$ cat src/rtl/twoscomp_serial.sv
// Digit-serial two's-complement pass/negate/abs unit, DIGIT bits per cycle, LSB first; result after N+1 cycles.
// Optional TWOSCOMP_SAT_EN: saturate the most-negative overflow case to max positive instead of wrapping.
module twoscomp_serial #(
    parameter int WIDTH = 16,
    parameter int DIGIT = 4
) (
    input  logic             clk,
    input  logic             reset_n,
    input  logic             in_valid,
    output logic             in_ready,
    input  logic [WIDTH-1:0] d,
    input  logic [1:0]       mode,
    output logic             out_valid,
    input  logic             out_ready,
    output logic [WIDTH-1:0] out,
    output logic             ovf
);

    localparam int N  = WIDTH / DIGIT;
    localparam int CW = $clog2(N + 1);
    // Counter runs 0..N-1 for digits, then one finalize step at N before DONE.
    localparam logic [CW-1:0] LAST = CW'(N);

    typedef enum logic [1:0] {S_IDLE, S_RUN, S_DONE} state_t;

    state_t           r_state;
    state_t           w_state_nxt;
    logic [CW-1:0]    r_cnt;
    logic             r_carry;
    logic             r_neg;
    logic             r_ovf_pend;
    logic             r_ovf;
    logic [WIDTH-1:0] r_sr;
    logic [WIDTH-1:0] r_res;

    logic             w_accept;
    logic             w_neg;
    logic             w_is_min;
    logic             w_last;
    logic [DIGIT-1:0] w_digit;
    logic [DIGIT-1:0] w_opnd;
    logic [DIGIT-1:0] w_sum;
    logic             w_cout;

    assign w_is_min = (d == {1'b1, {(WIDTH-1){1'b0}}});
    assign w_neg    = (mode == 2'b01) || ((mode == 2'b10) && d[WIDTH-1]);
    assign w_last   = (r_cnt == LAST);
    assign w_digit  = r_sr[DIGIT-1:0];
    assign w_opnd   = r_neg ? ~w_digit : w_digit;
    assign {w_cout, w_sum} = {1'b0, w_opnd} + {{DIGIT{1'b0}}, r_carry};

    assign out = r_res;
    assign ovf = r_ovf;

    always_comb begin
        w_state_nxt = r_state;
        in_ready    = 1'b0;
        out_valid   = 1'b0;
        w_accept    = 1'b0;
        case (r_state)
            S_IDLE: begin
                in_ready = 1'b1;
                if (in_valid) begin
                    w_accept    = 1'b1;
                    w_state_nxt = S_RUN;
                end
            end
            S_RUN: begin
                if (w_last) w_state_nxt = S_DONE;
            end
            S_DONE: begin
                out_valid = 1'b1;
                if (out_ready) w_state_nxt = S_IDLE;
            end
            default: w_state_nxt = S_IDLE;
        endcase
    end

    always_ff @(posedge clk or negedge reset_n) begin
        if (!reset_n) begin
            r_state <= S_IDLE;
        end else begin
            r_state <= w_state_nxt;
        end
    end

    always_ff @(posedge clk or negedge reset_n) begin
        if (!reset_n) begin
            r_cnt      <= '0;
            r_carry    <= 1'b0;
            r_neg      <= 1'b0;
            r_ovf_pend <= 1'b0;
            r_ovf      <= 1'b0;
            r_sr       <= '0;
            r_res      <= '0;
        end else if (w_accept) begin
            r_sr       <= d;
            r_neg      <= w_neg;
            r_carry    <= w_neg;
            r_cnt      <= '0;
            r_ovf_pend <= w_neg && w_is_min;
            r_ovf      <= 1'b0;
        end else if (r_state == S_RUN) begin
            if (!w_last) begin
                // Final carry-out of the top digit is intentionally dropped (mod 2^WIDTH).
                r_sr    <= WIDTH'({{DIGIT{1'b0}}, r_sr} >> DIGIT);
                r_res   <= WIDTH'({w_sum, r_res} >> DIGIT);
                r_carry <= w_cout;
                r_cnt   <= r_cnt + CW'(1);
            end else begin
                r_ovf <= r_ovf_pend;
`ifdef TWOSCOMP_SAT_EN
                if (r_ovf_pend) r_res <= {1'b0, {(WIDTH-1){1'b1}}};
`endif
            end
        end
    end

endmodule

$ cat config.mk
export PLATFORM = sky130hd
export DESIGN_NAME = twoscomp_serial
export DESIGN_NICKNAME = d
export VERILOG_FILES = /design/src/rtl/twoscomp_serial.sv
export SDC_FILE = /design/constraint.sdc
export NUM_CORES = 1
export LEC_CHECK = 0
export BUFFER_PORTS_ARGS = -buffer_cell sky130_fd_sc_hd__buf_2
export CORE_ASPECT_RATIO = 1.2
export CORE_MARGIN = 2
export CORE_UTILIZATION = 57
export DETAILED_ROUTE_END_ITERATION = 16
export PLACE_DENSITY = 0.83
export SYNTH_ARGS = -nofsm -noshare
export SYNTH_HDL_FRONTEND = slang
export SYNTH_SLANG_ARGS = --single-unit
$ cat constraint.sdc
create_clock -name clk -period 5.2 [get_ports clk]
set_clock_uncertainty 0.15 [all_clocks]
set_input_delay 0.26 -clock clk [delete_from_list [all_inputs] [get_ports clk]]
set_output_delay 0.26 -clock clk [all_outputs]
set_load 0.01 [all_outputs]
==> impl_metrics.env <==
export IMPL_status="finished, final reports clean"
export IMPL_grt_max_degree=42
export IMPL_worstPathMaxFanout=14
export IMPL_drive_gt1_frac=0.2134
export IMPL_worstSetupStartpointType="flop"
export IMPL_clockRootBuffer="clkbuf_4"
export IMPL_finalSetupViolations=0
export IMPL_crit_type="reg -> reg"
export IMPL_register_area_mm2=0.001026
export IMPL_cellLeakagePower_uw=0.001170
export IMPL_avgViaCountPerCell=5.487
export IMPL_required_ns=5.30
export IMPL_core_area_mm2=0.003083
export IMPL_routed_wirelength_um=3885
export IMPL_grtUsageTotal=0.2378
export IMPL_slew_viol_final=0
export IMPL_htreeDepth=2
export IMPL_cp_common_cell="inv_1"
export IMPL_critPathMaxStageDelay_ns=0.54
export IMPL_cts_tree="yes"
export IMPL_clock_latency_ns=0.35
export IMPL_hold_class="in -> reg"
export IMPL_place_hpwl_um=2517
export IMPL_cts_max_path_buffers=2
export IMPL_vias=1509
export IMPL_cts_sinks=41
export IMPL_grt_pass1_vias=1453
export IMPL_fin_crit_ns=1.970
export IMPL_cp_top_family="compound AO/OA/AOI/OAI gates"
export IMPL_timing_critical_path_arrival_ns=2.07
export IMPL_wl_per_cell_um=14.13
export IMPL_n_fill_cell=276
export IMPL_cts_buffers=5
export IMPL_ir_drop_v=0.0004763
export IMPL_diodes=0
export IMPL_die_w_um=55.89
export IMPL_cts_setup_buffers=0
export IMPL_place_congestion=0.7342
export IMPL_grt_setup_unrepaired="false"
export IMPL_synth_seq_cells=41
export IMPL_clk_pin_slew_worst_paths_ns=0.11
export IMPL_timing_final_ws_setup_ns=3.230
export IMPL_netlist_instances=192
export IMPL_multi_input_area_um2=750.7
export IMPL_grt_antenna_before_repair=0
export IMPL_path_buf_inv=2
export IMPL_synth_fp_nets=218
export IMPL_grt_pass1_wl_um=6589
export IMPL_fin_nets=265
export IMPL_io_buffers=40
export IMPL_holdWs_ns=0.01144
export IMPL_grt_ovfl_total=0
export IMPL_worst_path_max_delay_cell="a21oi_2"
export IMPL_die_area_mm2=0.003704
export IMPL_end_kind="flop"
export IMPL_fin_total_pwr_uw=1303
export IMPL_hold_viol_final=0
export IMPL_crit_chain="inv_1 > ha_1 > nand2_1 > a21oi_2 > inv_1 > o22a_1"
export IMPL_antenna_left=0
export IMPL_max_freq_mhz=507.6
export IMPL_cap_violations=0
export IMPL_synthDistinctLibCells=31
export IMPL_power_density_mw_per_mm2=597.1
export IMPL_drt_initial_drc_count=69
export IMPL_num_rows=22
export IMPL_io_pins=41
export IMPL_die_h_um=66.27
export IMPL_worst_pin_slew_ns=0.8938
export IMPL_start_util=0.5974
export IMPL_netlist_area_mm2=0.001842
export IMPL_syn_avg_cell_area_um2=9.593
export IMPL_dpl_worst_slack_ns=3.216
export IMPL_drc=0
export IMPL_yosys_warnings=0
export IMPL_drtPass1Iterations=4
export IMPL_areaGrowthSynthToFinish_pct=18.48
export IMPL_slew_limit_headroom=0.4041
export IMPL_finalSetupTns_ns=0
export IMPL_period_share=0.3789
export IMPL_ys_seq_area_frac=0.5571
## path summary, 6_finish.rpt
check / startpoint / to / slack, ns / cells after the start
max: r_cnt[0] / r_carry / 3.23 / 6
min: d[11] / r_sr[11] / 0.01 / 3
max reg2reg: r_cnt[0] / r_carry / 3.23 / 6
min reg2reg: out[3] / out[3] / 0.33 / 2
max in group asynchronous: reset_n / out[1] / 3.93 / 2
min in group asynchronous: reset_n / r_state[1] / 0.41 / 2
## area by class of cell
cell class,count,share of cell area
multi-input cells,138,0.3440
inverters,4,0.006881
well taps,36,0.02064
repair buffers,49,0.1330
flip-flops and latches,41,0.4702
clock buffers,7,0.02523
## routing by layer
metal  up-vias  share of wire  global-route usage
met5         -              0                   0
met1       715           0.44              0.2833
met4         0          0.023              0.1250
met2        54           0.48              0.3929
met3         8          0.053             0.06849
li1        732              -                   -
## timing repair
item,CTS,global route
resized for setup,0,0
setup endpoints to repair,0,0
endpoints found under the hold margin,49,0
hold buffers,9,0
## placed cells by master, fill, tap and decap left out
master | netlist | layout
buf_2 | 7 | 40
xnor2_1 | 1 | 1
nand3_1 | 2 | 2
clkbuf_1 | 1 | 1
a31oi_1 | 5 | 5
mux2i_1 | 1 | 1
a21o_1 | 1 | 1
dlygate4sd3_1 | 0 | 9
nor2_1 | 9 | 9
nor3b_4 | 1 | 1
a22o_1 | 5 | 5
ha_1 | 4 | 4
a21oi_2 | 1 | 1
o21ai_0 | 6 | 6
o22a_1 | 1 | 1
nand2_1 | 73 | 73
a21oi_1 | 3 | 3
inv_1 | 4 | 4
a22oi_1 | 8 | 8
clkbuf_8 | 0 | 1
nor2b_4 | 1 | 1
nor3b_1 | 1 | 1
mux2_2 | 1 | 1
and4_1 | 1 | 1
and3b_1 | 1 | 1
clkbuf_4 | 0 | 5
or3_1 | 1 | 1
and2_4 | 1 | 1
nand2b_1 | 2 | 2
nor4b_1 | 1 | 1
nor4_1 | 3 | 3
dfrtp_1 | 41 | 41
xor2_1 | 4 | 4
## registers in the layout (all words and copies together), names as in the netlist
| name | count |
|---|---|
| out | 16 |
| r_neg | 1 |
| r_cnt | 3 |
| r_carry | 1 |
| ovf | 1 |
| r_ovf_pend | 1 |
| r_sr | 16 |
| r_state | 2 |
## logic make-up (layout without fill, tap and decap cells)
family	after synthesis	in the layout	share of synthesized area
adders and majority gates	4	4	0.02717
AOI/OAI and AO/OA	30	30	0.1114
buffers and inverters	13	60	0.03532
xor gates and xnor gates	5	5	0.02378
DFF	41	41	0.5571
and+or+nand+nor	97	97	0.2337
muxes	2	2	0.01155
## power by group
| part | switching, uW | internal (uW) | leakage (uW) | total (uW) |
|---|---|---|---|---|
| combinational | 344 | 231 | 0.000619 | 575 |
| clock | 97.6 | 63.9 | 0.0000314 | 162 |
| sequential | 106 | 460 | 0.000519 | 566 |
## cells in the mapped netlist (all sizes together)
cell / number / share of area
nand2: 73 / 0.15
dfrtp: 41 / 0.56
nor2: 9 / 0.018
a22oi: 8 / 0.033
buf: 8 / 0.025
o21ai: 6 / 0.016
a22o: 5 / 0.024
a31oi: 5 / 0.017
a21oi: 4 / 0.013
ha: 4 / 0.027
inv: 4 / 0.0081
xor2: 4 / 0.019
nor4: 3 / 0.010
nand2b: 2 / 0.0068
nand3: 2 / 0.0054
nor3b: 2 / 0.014
a21o: 1 / 0.0041
and2: 1 / 0.0048
and3b: 1 / 0.0048
and4: 1 / 0.0048
clkbuf: 1 / 0.0020
mux2: 1 / 0.0061
mux2i: 1 / 0.0054
nor2b: 1 / 0.0075
nor4b: 1 / 0.0048
o22a: 1 / 0.0048
or3: 1 / 0.0034
xnor2: 1 / 0.0048
## worst min-delay path: stages
cell	delay, ns
buf_2	0.09
a22oi_1	0.07
nand2_1	0.06
## stage by stage
stage / cells / cell area (um^2) / utilization
after floorplan: 192 / 1842 / -
after global placement: 259 / 2037 / 0.6607
after detailed placement: 259 / 2037 / 0.6607
after CTS: 275 / 2182 / 0.7078
after global routing: 275 / 2182 / 0.7078
final: 275 / 2182 / 0.7078
Power figures use the tool's default switching activity.
